## src/rtl/ntt_coeff_deserializer_pkg.sv

```systemverilog
// ---------------------------------------------------------------------------
// ntt_pkg
// Shared types and constants for the N=8 NTT front end: coefficient and
// frame types, the modulus, the deserializer state encoding and the 3-bit
// bit-reversal helper used when bit-reversed input ordering is built in
// (macro NTT_DESER_BITREV_EN, consumed by ntt_coeff_deserializer).
// ---------------------------------------------------------------------------
package ntt_pkg;

  localparam int N         = 8;
  localparam int COEFF_W   = 12;
  localparam int Q         = 3329;
  localparam int ERR_CNT_W = 8;

  // Modulus at coefficient width, for direct compare/subtract on coeff_t.
  localparam logic [COEFF_W-1:0] Q_COEFF = 12'd3329;

  typedef logic [COEFF_W-1:0] coeff_t;
  typedef coeff_t [N-1:0]     frame_t;

  // One-bit encoding keeps the state register a single flop.
  typedef enum logic [0:0] {
    FILL = 1'b0,
    SYNC = 1'b1
  } deser_state_t;

  // Reverse the three bits of a beat index: 0..7 -> 0,4,2,6,1,5,3,7.
  function automatic logic [2:0] bitrev3(input logic [2:0] i_idx);
    return {i_idx[0], i_idx[1], i_idx[2]};
  endfunction

endpackage

```

## src/rtl/ntt_coeff_deserializer_if.sv

```systemverilog
// ---------------------------------------------------------------------------
// ntt_coeff_deserializer_if
// Serial coefficient stream into the deserializer.
//   s_valid : beat valid (master -> slave)
//   s_ready : slave can accept a beat (slave -> master)
//   s_coeff : raw 12-bit coefficient, 0..4095 (master -> slave)
//   s_last  : final beat of a frame (master -> slave)
// A beat transfers when s_valid && s_ready at a rising clock edge.
// ---------------------------------------------------------------------------
interface ntt_coeff_deserializer_if;
  import ntt_pkg::*;

  logic   s_valid;
  logic   s_ready;
  coeff_t s_coeff;
  logic   s_last;

  modport master (
    output s_valid,
    output s_coeff,
    output s_last,
    input  s_ready
  );

  modport slave (
    input  s_valid,
    input  s_coeff,
    input  s_last,
    output s_ready
  );

endinterface

```

## src/rtl/ntt_coeff_deserializer_cond_sub_q.sv

```systemverilog
// ---------------------------------------------------------------------------
// cond_sub_q
// Combinational conditional subtract of the modulus: o = (i >= Q) ? i - Q : i.
// Brings any 12-bit value (max 4095 < 2Q) into [0, Q). Reused by the
// pointwise stages downstream, so it stays a stand-alone module.
//   i_coeff : 12-bit input value
//   o_coeff : reduced value in [0, Q)
// ---------------------------------------------------------------------------
module cond_sub_q
  import ntt_pkg::*;
(
  input  coeff_t i_coeff,
  output coeff_t o_coeff
);

  // Single conditional subtraction; no further modular arithmetic.
  always_comb begin
    if (i_coeff >= Q_COEFF) begin
      o_coeff = i_coeff - Q_COEFF;
    end else begin
      o_coeff = i_coeff;
    end
  end

endmodule

```

## src/rtl/ntt_coeff_deserializer.sv

```systemverilog
// ---------------------------------------------------------------------------
// ntt_coeff_deserializer
// Front end of the N=8 forward/inverse NTT pipeline. Accepts 12-bit
// coefficients one beat at a time, reduces each into [0, Q), assembles
// 8-beat frames in a two-bank ping-pong buffer with framing checks, and
// presents each complete frame in parallel with a one-cycle valid pulse
// whenever the controller allows (out_en).
//
// Build option: define NTT_DESER_BITREV_EN to store beat i in slot
// bitrev3(i) (bit-reversed input order); otherwise beat i goes to slot i.
//
// Ports
//   clk        : rising-edge clock
//   r          : asynchronous active-low reset
//   s          : slave side of the serial coefficient stream
//   out_en     : downstream permits an emission this cycle
//   valid_out  : one-cycle pulse, coeffs_out holds a new frame
//   coeffs_out : parallel frame, held between pulses
//   frame_err  : one-cycle pulse on a framing error
//   err_cnt    : saturating framing-error count
// ---------------------------------------------------------------------------
module ntt_coeff_deserializer
  import ntt_pkg::*;
(
  input  logic                     clk,
  input  logic                     r,
  ntt_coeff_deserializer_if.slave  s,
  input  logic                     out_en,
  output logic                     valid_out,
  output coeff_t                   coeffs_out [N-1:0],
  output logic                     frame_err,
  output logic [ERR_CNT_W-1:0]     err_cnt
);

  // Registered state
  deser_state_t         r_state;
  logic [2:0]           r_idx;
  logic [1:0]           r_occ;
  logic                 r_wr_bank;
  logic                 r_rd_bank;
  frame_t               r_bank [2];
  logic                 r_valid_out;
  coeff_t               r_coeffs_out [N-1:0];
  logic                 r_frame_err;
  logic [ERR_CNT_W-1:0] r_err_cnt;

  // Combinational decode
  logic                 w_s_ready;
  logic                 w_accept;
  logic                 w_write;
  logic                 w_complete;
  logic                 w_early;
  logic                 w_missing;
  logic                 w_sync_exit;
  logic                 w_err;
  logic                 w_emit;
  logic [2:0]           w_slot;
  coeff_t               w_reduced;
  deser_state_t         w_state_next;
  logic [2:0]           w_idx_next;
  logic [1:0]           w_occ_next;

  cond_sub_q u_cond_sub_q (
    .i_coeff (s.s_coeff),
    .o_coeff (w_reduced)
  );

`ifdef NTT_DESER_BITREV_EN
  assign w_slot = bitrev3(r_idx);
`else
  assign w_slot = r_idx;
`endif

  // Handshake, framing classification of the current beat, emission request.
  // s_ready depends only on registers and the reset pin, never on out_en.
  // In SYNC the stream is drained regardless of buffer occupancy.
  always_comb begin
    w_s_ready   = r && ((r_state == SYNC) || (r_occ < 2'd2));
    w_accept    = s.s_valid && w_s_ready;
    w_write     = 1'b0;
    w_complete  = 1'b0;
    w_early     = 1'b0;
    w_missing   = 1'b0;
    w_sync_exit = 1'b0;
    if (w_accept && (r_state == FILL)) begin
      if (r_idx == 3'd7) begin
        if (s.s_last) begin
          w_write    = 1'b1;
          w_complete = 1'b1;
        end else begin
          w_missing  = 1'b1;
        end
      end else begin
        if (s.s_last) begin
          w_early = 1'b1;
        end else begin
          w_write = 1'b1;
        end
      end
    end else if (w_accept && (r_state == SYNC)) begin
      w_sync_exit = s.s_last;
    end else begin
      w_sync_exit = 1'b0;
    end
    w_err  = w_early || w_missing;
    w_emit = (r_occ != 2'd0) && out_en;
  end

  // Next state, beat index and occupancy. A completion and an emission on
  // the same edge cancel in occupancy while both bank pointers advance.
  always_comb begin
    w_state_next = r_state;
    case (r_state)
      FILL: begin
        if (w_missing) begin
          w_state_next = SYNC;
        end else begin
          w_state_next = FILL;
        end
      end
      SYNC: begin
        if (w_sync_exit) begin
          w_state_next = FILL;
        end else begin
          w_state_next = SYNC;
        end
      end
      default: w_state_next = FILL;
    endcase

    if (w_complete || w_err) begin
      w_idx_next = 3'd0;
    end else if (w_write) begin
      w_idx_next = r_idx + 3'd1;
    end else begin
      w_idx_next = r_idx;
    end

    w_occ_next = r_occ + {1'b0, w_complete} - {1'b0, w_emit};
  end

  // Control registers: FSM state, beat index, occupancy and bank pointers.
  always_ff @(posedge clk or negedge r) begin
    if (!r) begin
      r_state   <= FILL;
      r_idx     <= 3'd0;
      r_occ     <= 2'd0;
      r_wr_bank <= 1'b0;
      r_rd_bank <= 1'b0;
    end else begin
      r_state <= w_state_next;
      r_idx   <= w_idx_next;
      r_occ   <= w_occ_next;
      if (w_complete) begin
        r_wr_bank <= ~r_wr_bank;
      end
      if (w_emit) begin
        r_rd_bank <= ~r_rd_bank;
      end
    end
  end

  // Ping-pong banks. Errored beats are not written; a discarded partial bank
  // is simply overwritten by the next frame since idx restarts at 0.
  always_ff @(posedge clk or negedge r) begin
    if (!r) begin
      for (int b = 0; b < 2; b++) begin
        r_bank[b] <= {(N*COEFF_W){1'b0}};
      end
    end else if (w_write) begin
      r_bank[r_wr_bank][w_slot] <= w_reduced;
    end
  end

  // Parallel output frame and its valid pulse.
  always_ff @(posedge clk or negedge r) begin
    if (!r) begin
      r_valid_out <= 1'b0;
      for (int i = 0; i < N; i++) begin
        r_coeffs_out[i] <= {COEFF_W{1'b0}};
      end
    end else begin
      r_valid_out <= w_emit;
      if (w_emit) begin
        for (int i = 0; i < N; i++) begin
          r_coeffs_out[i] <= r_bank[r_rd_bank][i];
        end
      end
    end
  end

  // Framing-error pulse and saturating counter; the pulse keeps firing
  // after the counter has saturated.
  always_ff @(posedge clk or negedge r) begin
    if (!r) begin
      r_frame_err <= 1'b0;
      r_err_cnt   <= {ERR_CNT_W{1'b0}};
    end else begin
      r_frame_err <= w_err;
      if (w_err && (r_err_cnt != {ERR_CNT_W{1'b1}})) begin
        r_err_cnt <= r_err_cnt + {{(ERR_CNT_W-1){1'b0}}, 1'b1};
      end
    end
  end

  assign s.s_ready  = w_s_ready;
  assign valid_out  = r_valid_out;
  assign coeffs_out = r_coeffs_out;
  assign frame_err  = r_frame_err;
  assign err_cnt    = r_err_cnt;

endmodule

```

## src/flat_wrapper.sv

```systemverilog
// flat-port wrapper written by rule: the top's interface ports become plain ports
module ntt_coeff_deserializer_flat import ntt_pkg::*;
  (clk, r, out_en, valid_out, coeffs_out, frame_err, err_cnt, s_s_valid, s_s_coeff, s_s_last, s_s_ready);
  ntt_coeff_deserializer_if s_i ();
  input  logic clk;
  input  logic r;
  input  logic out_en;
  output logic valid_out;
  output coeff_t coeffs_out[N-1:0];
  output logic frame_err;
  output logic [ERR_CNT_W-1:0] err_cnt;
  input wire logic [$bits(s_i.s_valid)-1:0] s_s_valid;
  input wire logic [$bits(s_i.s_coeff)-1:0] s_s_coeff;
  input wire logic [$bits(s_i.s_last)-1:0] s_s_last;
  output wire logic [$bits(s_i.s_ready)-1:0] s_s_ready;
  assign s_i.s_valid = s_s_valid;
  assign s_i.s_coeff = s_s_coeff;
  assign s_i.s_last = s_s_last;
  assign s_s_ready = s_i.s_ready;
  ntt_coeff_deserializer u_core (.clk(clk), .r(r), .s(s_i), .out_en(out_en), .valid_out(valid_out), .coeffs_out(coeffs_out), .frame_err(frame_err), .err_cnt(err_cnt));
endmodule
```

## config.mk

```make
export PLATFORM = sky130hd
export DESIGN_NAME = ntt_coeff_deserializer_flat
export DESIGN_NICKNAME = d
export VERILOG_FILES = /design/src/rtl/ntt_coeff_deserializer_pkg.sv /design/src/rtl/ntt_coeff_deserializer_if.sv /design/src/rtl/ntt_coeff_deserializer_cond_sub_q.sv /design/src/rtl/ntt_coeff_deserializer.sv /design/src/flat_wrapper.sv
export SDC_FILE = /design/constraint.sdc
export NUM_CORES = 1
export LEC_CHECK = 0
export ABC_CLOCK_PERIOD_IN_PS = 7500
export CORE_MARGIN = 5
export CORE_UTILIZATION = 51
export CTS_CLUSTER_DIAMETER = 30
export DETAILED_ROUTE_END_ITERATION = 7
export DONT_BUFFER_PORTS = 1
export GPL_TIMING_DRIVEN = 0
export PLACE_DENSITY = 0.66
export SLEW_MARGIN = 20
export SYNTH_ARGS = -nofsm -noshare
export SYNTH_HDL_FRONTEND = slang
export SYNTH_SLANG_ARGS = --single-unit
export TNS_END_PERCENT = 30
```

## constraint.sdc

```tcl
create_clock -name clk -period 7.5 [get_ports clk]
set_input_delay 0.75 -clock clk [delete_from_list [all_inputs] [get_ports clk]]
set_output_delay 0.75 -clock clk [all_outputs]
set_load 0.01 [all_outputs]
```

# Word-level counts from Yosys, hierarchy flattened

Cells that the tools add are included.

Register bits: 306
Input port bits: 17
Output and inout bits: 107
Word-level logic and storage cells: 90

Add/sub/neg operators: 5
Order comparisons: 7
Eq/ne operators: 2
Mux-type cells: 26
Bitwise operators: 5
Reductions and logical operators: 13

Operators with widths:

| operator                                                   | number |
|---|---|
| 2-to-1 mux 96 bit                                          | 4 |
| bitwise mux 192 bit                                        | 1 |
| demux 96 bit (select 1 bit)                                | 1 |
| demux 12 bit (select 3 bit)                                | 1 |
| 2-to-1 mux 12 bit                                          | 2 |
| 2-to-1 mux 1 bit                                           | 14 |
| >= comparator 12 bit, second input constant                | 1 |
| subtractor 12 bit, second input constant                   | 1 |
| adder 8 x 1 -> 8 bit, second input constant                | 1 |
| logical AND 1 bit                                          | 8 |
| inequality test 8 bit, second input constant               | 1 |
| 2-to-1 mux 3 bit                                           | 2 |
| >= comparator 2 bit, second input constant                 | 2 |
| less-than comparator 3 x 4 -> 1 bit, second input constant | 1 |
| inverter 1 -> 2 bit                                        | 2 |
| nonzero test 2 bit                                         | 2 |
| adder 3 x 1 -> 3 bit, second input constant                | 1 |
| == test 3 bit, second input constant                       | 1 |
| >= comparator 3 x 1 -> 1 bit, second input constant        | 1 |
| logical OR 1 bit                                           | 3 |
| inverter 1 bit                                             | 3 |
| adder 2 x 1 -> 2 bit                                       | 1 |
| less-than comparator 2 x 1 -> 1 bit, second input constant | 1 |
| less-than comparator 2 bit, second input constant          | 1 |
| 2 further kinds                                            | 2 |

# Longest topological paths before layout

Gate-level depths: netlist of the first run.

Depth after elaboration: 9
Depth in mapped cells: 11
Depth with buffers taken out: 9

# By module

Synthesis of the first run repeated with hierarchy kept, for this count alone.

Cells, all modules: 969
Area total of the unflattened synthesis: 12995.0 um^2

Modules (own cells, without submodules):

| module                 | instances | cells an instance | area an instance (um^2) | sequential area each (um^2) |
|---|---|---|---|---|
| ntt_coeff_deserializer | 1         | 926               | 12657.1                 | 7657.3 |
| cond_sub_q             | 1         | 43                | 337.8                   | 0.0 |

# Least setup slack after synthesis of the first run

OpenSTA, ideal clock, no wires.

Kind: input to register
Start: input out_en
End: register u_core.r_occ[1]
Library setup time: 132 ps
Data arrival time: 2320 ps
Path slack: 5048 ps
Stages: 10
Buffers on the path: 3
Path through: o21ai_1 -> buf_2 -> clkbuf_1 -> buf_2 -> inv_1 -> ha_1 -> inv_1 -> ha_1 -> xnor2_1 -> xnor2_1

Cells in the longest elaborated chain, start to end: 2

RTL lines:

| what                      | line                          | RTL |
|---|---|---|
| start: declaration        | flat_wrapper.sv:7             | `input logic out_en;` |
| logical AND 1 bit         | ntt_coeff_deserializer.sv:106 | `w_emit = (r_occ != 2'd0) && out_en;` |
| via u_core.w_emit         | ntt_coeff_deserializer.sv:56  | `logic w_emit;` |
| subtractor 2 x 1 -> 2 bit | ntt_coeff_deserializer.sv:139 | `w_occ_next = r_occ + {1'b0, w_complete} - {1'b0, w_emit};` |
| via u_core.w_occ_next[1]  | ntt_coeff_deserializer.sv:61  | `logic [1:0] w_occ_next;` |
| end signal: assignment    | ntt_coeff_deserializer.sv:153 | `r_occ <= w_occ_next;` |
| end: declaration          | ntt_coeff_deserializer.sv:38  | `logic [1:0] r_occ;` |

The timed path passes the listed nets, and every way through them passes these cells.
A chain may end at the register's enable or synchronous reset.

# Final worst setup path of the first run

Start: register u_core.r_occ[1]
End: register u_core.r_occ[1]

RTL lines:

| what                      | line |
|---|---|
| nonzero test 2 bit        | ntt_coeff_deserializer.sv:106 |
| logical AND 1 bit         | ntt_coeff_deserializer.sv:106 |
| via u_core.w_emit         | ntt_coeff_deserializer.sv:56 |
| subtractor 2 x 1 -> 2 bit | ntt_coeff_deserializer.sv:139 |
| via u_core.w_occ_next[1]  | ntt_coeff_deserializer.sv:61 |

The timed path passes the listed nets, and every way through them passes these cells.

==> results of run 1 <==
==> synth_stat cells (all sizes together), types with 3 or more instances <==
cell type	instances
xor2	4
or3	3
a211oi	4
ha	9
nand3	17
and3	5
nor4b	4
dfrtp	306
nor2	74
clkbuf	50
inv	9
xnor2	10
o21ai	243
nor4	3
o31ai	3
buf	23
nand2	254
mux2	3
a21oi	53
mux2i	96
nor3	5
nand4b	5
==> flip-flops by register name, summed over array words and instances, names as in the netlist, 2 cells and up <==
signal,count
u_core.coeffs_out,96
u_core.r_occ,2
u_core.r_idx,3
u_core.err_cnt,8
u_core.r_bank,192
==> cells by family (layout without fill, tap and decap cells) <==
kind of cell,after synthesis,count (layout),share of synthesized area [%]
muxes,99,99,7.921
buffers and inverters,82,193,2.779
and+or+nand+nor,382,382,12.93
xor gates and xnor gates,14,14,1.151
AOI/OAI and AO/OA,317,317,13.58
DFF,306,306,60.74
adders and majority gates,9,9,0.8933
==> metal layers <==
layer,share of wire (%),track usage [%],vias up
met4,2.4,7.092,0
met2,47,37.81,277
met1,43,32.14,4525
met5,0,0,-
li1,-,-,4291
met3,6.8,5.917,55
==> worst reg2reg max path: cells and delay by family, from the launching register on <==
family	cells	cell delay [ns]
adders and majority gates	2	0.46
AOI/OAI and AO/OA	1	0.66
buffers and inverters	6	1.97
xor gates and xnor gates	2	0.26
DFF	1	0.35
==> worst max-delay path by stage <==
stage	from	endpoint	slack [ns]	cells after the start
after floorplan	out_en	u_core.r_occ[1]$_DFF_PN0_	5.05	10
after global placement	u_core.r_occ[1]$_DFF_PN0_	u_core.r_occ[1]$_DFF_PN0_	3.66	11
after detailed placement	u_core.r_occ[1]$_DFF_PN0_	u_core.r_occ[1]$_DFF_PN0_	3.60	11
after CTS	u_core.r_occ[1]$_DFF_PN0_	u_core.r_occ[1]$_DFF_PN0_	3.58	11
after global routing	u_core.r_occ[1]$_DFF_PN0_	u_core.r_occ[1]$_DFF_PN0_	3.50	11
final	u_core.r_occ[1]$_DFF_PN0_	u_core.r_occ[1]$_DFF_PN0_	3.67	11
==> layout make-up <==
| cell class | instances | area, um2 |
|---|---|---|
| well taps | 324 | 405.4 |
| multi-input cells | 821 | 4598 |
| plain buffers | 73 | 316.6 |
| clock inverters | 46 | 503.0 |
| fillers | 1993 | 9255 |
| inverters | 9 | 33.78 |
| clock buffers | 65 | 1550 |
| flip-flops and latches | 306 | 7657 |
==> power groups by stage <==
| stage | Sequential, W | Combinational [W] | Clock, W |
|---|---|---|---|
| 2_1_floorplan | 0.00202 | 0.000565 | 0 |
| 3_3_place_gp | 0.00205 | 0.000767 | 0 |
| 3_5_place_dp | 0.00206 | 0.000780 | 0 |
| 4_1_cts | 0.00204 | 0.000788 | 0.00267 |
| 5_1_grt | 0.00206 | 0.000857 | 0.00276 |
| 6_report | 0.00203 | 0.000781 | 0.00264 |
==> metrics by stage <==
step                      hold WS (ns)  cells  area, um2
after floorplan                 0.4492   1209      12610
after global placement          0.4607   1533      13010
after detailed placement        0.4692   1533      13010
after CTS                      -0.1262   1644      15060
after global routing           -0.1332   1644      15060
final                          -0.1141   1644      15060
==> impl_metrics.toml, run 1 <==
[synthesis]
ys_async_sr_fraction_pct = 100.0
yosys_warnings = 0
synth-main-ff-cell = "sky130_fd_sc_hd__dfrtp_1"
post_syn_nets = 1235
postSynthAreaPerCell_um2 = 10.43
synth.ff_latch_count = 306
synthTopCellsByArea = "sky130_fd_sc_hd__dfrtp_1 (61%), sky130_fd_sc_hd__o21ai_0 (7.9%), sky130_fd_sc_hd__mux2i_1 (7.6%), sky130_fd_sc_hd__nand2_1 (7.6%), sky130_fd_sc_hd__nor2_1 (2.2%)"
syn_inst = 1209
synth.distinct_cells = 57
seq_area_frac_synth_pct = 60.74
yosysTopAreaCell = "sky130_fd_sc_hd__dfrtp_1"
yosysTopAreaCellShare_pct = 60.74
number_of_enable_type_register_cells_in_the_synthesized_netlist = 0
post_synth_instance_area_um2 = 12610

[status]
violations = "negative hold slack"
run_status = "complete, but fails checks"

[clocking]
cts_made_buffers = 59
insertion_delay_ns = 0.57
root_buffer = "sky130_fd_sc_hd__clkbuf_16"
tritoncts_num_sinks = 306
htree_num_levels = 2
tritoncts = "yes"
clk_transition_reported_paths_ns = 0.05
postCtsSetupRepairBufs = 0
ctsResizeCount = 0
clock_path_buffers = 3

[timing]
fin_crit_sh_pct = 51.12
holdWs_ns = -0.1141
hold_viol_final = 306
final_critical_path_setup_slack_ns = 3.666
fin_crit_ns = 3.834
fmax_mhz = 260.8
fin_skew_ns = 0.01716
slew_at_the_pin_closest_to_its_max_slew_limit_ns = 0.9157
headroom_to_the_max_slew_limit_pct = 38.95
slew_viol_final = 0
setup_tns_ns = 0
report.final.setup_viol = 0
rsz0062_at_grt = "no"

[routing]
wire_per_inst_um = 20.10
drc_errors = 0
drt-total-wl_um = 33040
drt-vias-per-instance = 5.564
antenna_violation_net_count_after_detailed_routing = 0
firstDrtPassIters = 7
drt_iter0_markers = 653
dr_total_vias = 9148

[die]
floorplan.core_area_um2 = 24320
placementRows = 57
dieArea_um2 = 27960
floorplan.initialDensity_pct = 51.83
die_w_um = 167.2
die_h_um = 167.2
io_pins = 124

[global_route]
grt_max_degree = 315
grt_usage_pct = 23.57
global_route.overflow_total = 0
via_count_of_the_first_global_routing_pass = 9249
grt_antenna_before_repair = 1
grt_pass1_wl_um = 52320

[power_and_ir_drop]
design_power_total_w = 0.005455
static_leakage_power_nw = 6.941
comb_power_share_pct = 14.3
internal_power_component_w = 0.003878
power.switching_fraction_pct = 28.90
power.switching_w = 0.001577
part_of_the_total_power_dissipated_in_the_clock_network_pct = 48.4
power_density_nw_per_um2 = 362.1
worst_ir_drop_vdd_mv = 0.1950
power.sequential.fraction_pct = 37.3

[setup_path]
critical_path_arrival_ns = 4.26
crit_path_cell_trace = "clkbuf_1 > o21ai_1 > buf_2 > clkbuf_1 > buf_2 > inv_1 > ha_1 > inv_1 > ha_1 > xnor2_1 > xnor2_1"
cp.buffers_inverters = 6
ff2ff_setup_slack_ns = 3.67
cp_max_stage_cell = "sky130_fd_sc_hd__clkbuf_1"
crit_family = "buffers and inverters"
reg2reg_depth = 11
rr_endpoint = "u_core.r_occ[1]$_DFF_PN0_"
worstSetupEndpointType = "flip-flop"
timing_worst_setup_path_type = "reg2reg"
required_ns = 7.92
worstReg2RegStart = "u_core.r_occ[1]$_DFF_PN0_"
critical_path.max_stage_delay_ns = 0.74
critPathLaunchType = "flip-flop"
crit_path_max_fanout = 10

[final_layout]
final_common_cell = "sky130_fd_sc_hd__dfrtp_1"
layout.cells.most_common_list = "sky130_fd_sc_hd__dfrtp_1 (306), sky130_fd_sc_hd__nand2_1 (254), sky130_fd_sc_hd__o21ai_0 (198), sky130_fd_sc_hd__mux2i_1 (96), sky130_fd_sc_hd__nor2_1 (73)"
fin_util_pct = 61.94
drive_above_1_share_pct = 12.35
area_delta_synth_final_pct = 19.50
final_nets = 1296
num_antenna_cells = 0

[placed_design]
pre_cts_slack_ns = 3.596
place_congestion = 0.8369
count_of_input_and_output_buffers = 0
post-dp-hpwl_um = 21030

[min_path]
hold_path_class = "in2async"

[run]
max_cap_viol_count = 0
Note: power is estimated with default switching activity, not from simulation.
==> inputs of run 2 (changes only) <==
--- a/config.mk
+++ b/config.mk
@@ -5,14 +5,14 @@
 export SDC_FILE = /design/constraint.sdc
 export NUM_CORES = 1
 export LEC_CHECK = 0
-export ABC_CLOCK_PERIOD_IN_PS = 7500
+export ABC_CLOCK_PERIOD_IN_PS = 3100
 export CORE_MARGIN = 5
 export CORE_UTILIZATION = 51
 export CTS_CLUSTER_DIAMETER = 30
 export DETAILED_ROUTE_END_ITERATION = 7
 export DONT_BUFFER_PORTS = 1
 export GPL_TIMING_DRIVEN = 0
-export PLACE_DENSITY = 0.66
+export PLACE_DENSITY = 0.69
 export SLEW_MARGIN = 20
 export SYNTH_ARGS = -nofsm -noshare
 export SYNTH_HDL_FRONTEND = slang
==> constraint.sdc (replaced) <==
create_clock -name clk -period 3.1 [get_ports clk]
set_input_delay 0.31 -clock clk [delete_from_list [all_inputs] [get_ports clk]]
set_output_delay 0.31 -clock clk [all_outputs]
set_load 0.01 [all_outputs]
==> impl_metrics.toml, run 2 (synthesized netlist as in run 1, its figures left out) <==
[status]
run_status = "complete, but fails checks"
violations = "negative hold slack"

[final_layout]
layout.cells.most_common_list = "sky130_fd_sc_hd__dfrtp_1 (306), sky130_fd_sc_hd__nand2_1 (254), sky130_fd_sc_hd__o21ai_0 (198), sky130_fd_sc_hd__mux2i_1 (96), sky130_fd_sc_hd__nor2_1 (73)"
fillCellCount = 1990
final_nets = 1293
multi_input_comb_area_um2 = 4622
largest_reg_flops = 192
drive_above_1_share_pct = 11.59
registers.top_by_ff_count = "u_core.r_bank"
final_common_cell = "sky130_fd_sc_hd__dfrtp_1"
area_delta_synth_final_pct = 18.98
area.sequential_um2 = 7657
num_antenna_cells = 0

[timing]
fin_crit_ns = 2.804
setup_tns_ns = 0
rsz0062_at_grt = "no"
report.final.setup_viol = 0
hold_viol_final = 306
fin_skew_ns = 0.01833
fmax_mhz = 356.6
headroom_to_the_max_slew_limit_pct = 35.57
slew_at_the_pin_closest_to_its_max_slew_limit_ns = 0.9623
final_critical_path_setup_slack_ns = 0.2958
slew_viol_final = 0
fin_crit_sh_pct = 90.46
holdWs_ns = -0.5443

[setup_path]
cp_max_stage_cell = "sky130_fd_sc_hd__dfrtp_1"
timing.critical_path.mode_cell = "sky130_fd_sc_hd__ha_1"
critical_path_arrival_ns = 3.20
reg2reg_depth = 10
worstSetupEndpointType = "flip-flop"
critical_path.max_stage_delay_ns = 0.46
ff2ff_setup_slack_ns = 0.30
critical_path.startpoint = "u_core.r_idx[0]$_DFFE_PN0P_"
crit_path_end = "u_core.r_bank[34]$_DFFE_PN0P_"
crit_path_max_fanout = 10
crit_path_cell_trace = "ha_1 > ha_1 > inv_1 > ha_1 > nand2_1 > nor3b_2 > nand3_1 > clkbuf_1 > nand2_1 > o21ai_0"
timing_worst_setup_path_type = "reg2reg"
rr_endpoint = "u_core.r_bank[34]$_DFFE_PN0P_"
critPathLaunchType = "flip-flop"
required_ns = 3.50
worstReg2RegStart = "u_core.r_idx[0]$_DFFE_PN0P_"

[placed_design]
pre_cts_slack_ns = -0.6630
post-dp-hpwl_um = 20940
count_of_input_and_output_buffers = 0
place_congestion = 0.8541

[routing]
wire_per_inst_um = 19.86
drc_errors = 0
dr_total_vias = 9046
firstDrtPassIters = 5
drt-vias-per-instance = 5.529
drt_iter0_markers = 667
drt-total-wl_um = 32490
antenna_violation_net_count_after_detailed_routing = 0

[power_and_ir_drop]
design_power_total_w = 0.01297
worst_ir_drop_vdd_mv = 0.5131
static_leakage_power_nw = 6.918
power_density_nw_per_um2 = 864.8

[run]
max_cap_viol_count = 0

[clocking]
htree_num_levels = 2
postCtsSetupRepairBufs = 0
clk_transition_reported_paths_ns = 0.05
clock_path_buffers = 3
cts-hold-fix-buffers = 1
root_buffer = "sky130_fd_sc_hd__clkbuf_16"
insertion_delay_ns = 0.56
tritoncts_num_sinks = 306
cts_made_buffers = 56
tritoncts = "yes"

[die]
dieArea_um2 = 27960
io_pins = 124
die_h_um = 167.2
floorplan.initialDensity_pct = 51.83
floorplan.core_area_um2 = 24320
placementRows = 57
die_w_um = 167.2

[global_route]
via_count_of_the_first_global_routing_pass = 9026
grt_pass1_wl_um = 51270
grt_antenna_before_repair = 0
global_route.overflow_total = 0
grt_usage_pct = 23.02
grt_max_degree = 315

[min_path]
hold_path_class = "in2async"
-- run 2: where the power goes --
part / total, W / internal [W] / switching, W
clock network: 0.00618 / 0.00413 / 0.00205
logic: 0.00186 / 0.000677 / 0.00119
registers: 0.00492 / 0.00449 / 0.000430
total: 0.0130 / 0.00930 / 0.00367
-- run 2: worst max-delay path, delay by kind of cell (launching register included) --
family          cells  cell delay, ns
compound gates      1            0.07
fa+ha+maj           3            0.75
flops               1            0.46
simple gates        4            0.98
buf+inv             2            0.37
-- run 2: repair_timing --
action | in CTS | in global routing
gates resized for setup | 1 | 5
endpoints found under the setup margin | 12 | 12
endpoints found under the hold margin | 307 | 306
-- run 2: routing by layer --
metal | share of wire [%] | GRT usage, % | vias up
met5 | 0 | 0 | -
li1 | - | - | 4270
met1 | 43 | 31.59 | 4474
met2 | 48 | 37.13 | 244
met3 | 6.7 | 5.964 | 58
met4 | 2.1 | 5.822 | 0
-- run 2: how the worst min path moves through the flow --
stage,slack (ns),from,depth (start not counted),endpoint
6_report,-0.54,r,0,u_core.r_bank[174]$_DFFE_PN0P_
5_1_grt,-0.57,r,0,u_core.coeffs_out[68]$_DFFE_PN0P_
4_1_cts,-0.56,r,0,u_core.coeffs_out[75]$_DFFE_PN0P_
3_5_place_dp,0.03,r,0,u_core.coeffs_out[74]$_DFFE_PN0P_
3_3_place_gp,0.03,r,0,u_core.coeffs_out[74]$_DFFE_PN0P_
2_1_floorplan,0.01,r,0,u_core.coeffs_out[0]$_DFFE_PN0P_
-- run 2: per-stage QoR --
stage	utilization, %	std cells	cell area [um2]
3_3_place_gp	53.50	1533	13010
2_1_floorplan	-	1209	12610
4_1_cts	61.58	1636	14980
3_5_place_dp	53.50	1533	13010
5_1_grt	61.67	1636	15000
6_report	61.67	1636	15000
-- run 2: final cells by class --
cell class | count | share of cell area [%]
Clock buffer | 71 | 10.13
Tap cell | 324 | 2.703
Clock inverter | 32 | 2.903
Sequential cell | 306 | 51.06
Buffer | 72 | 2.102
Timing Repair Buffer | 1 | 0.06674
Multi-Input combinational cell | 821 | 30.82
Inverter | 9 | 0.2252
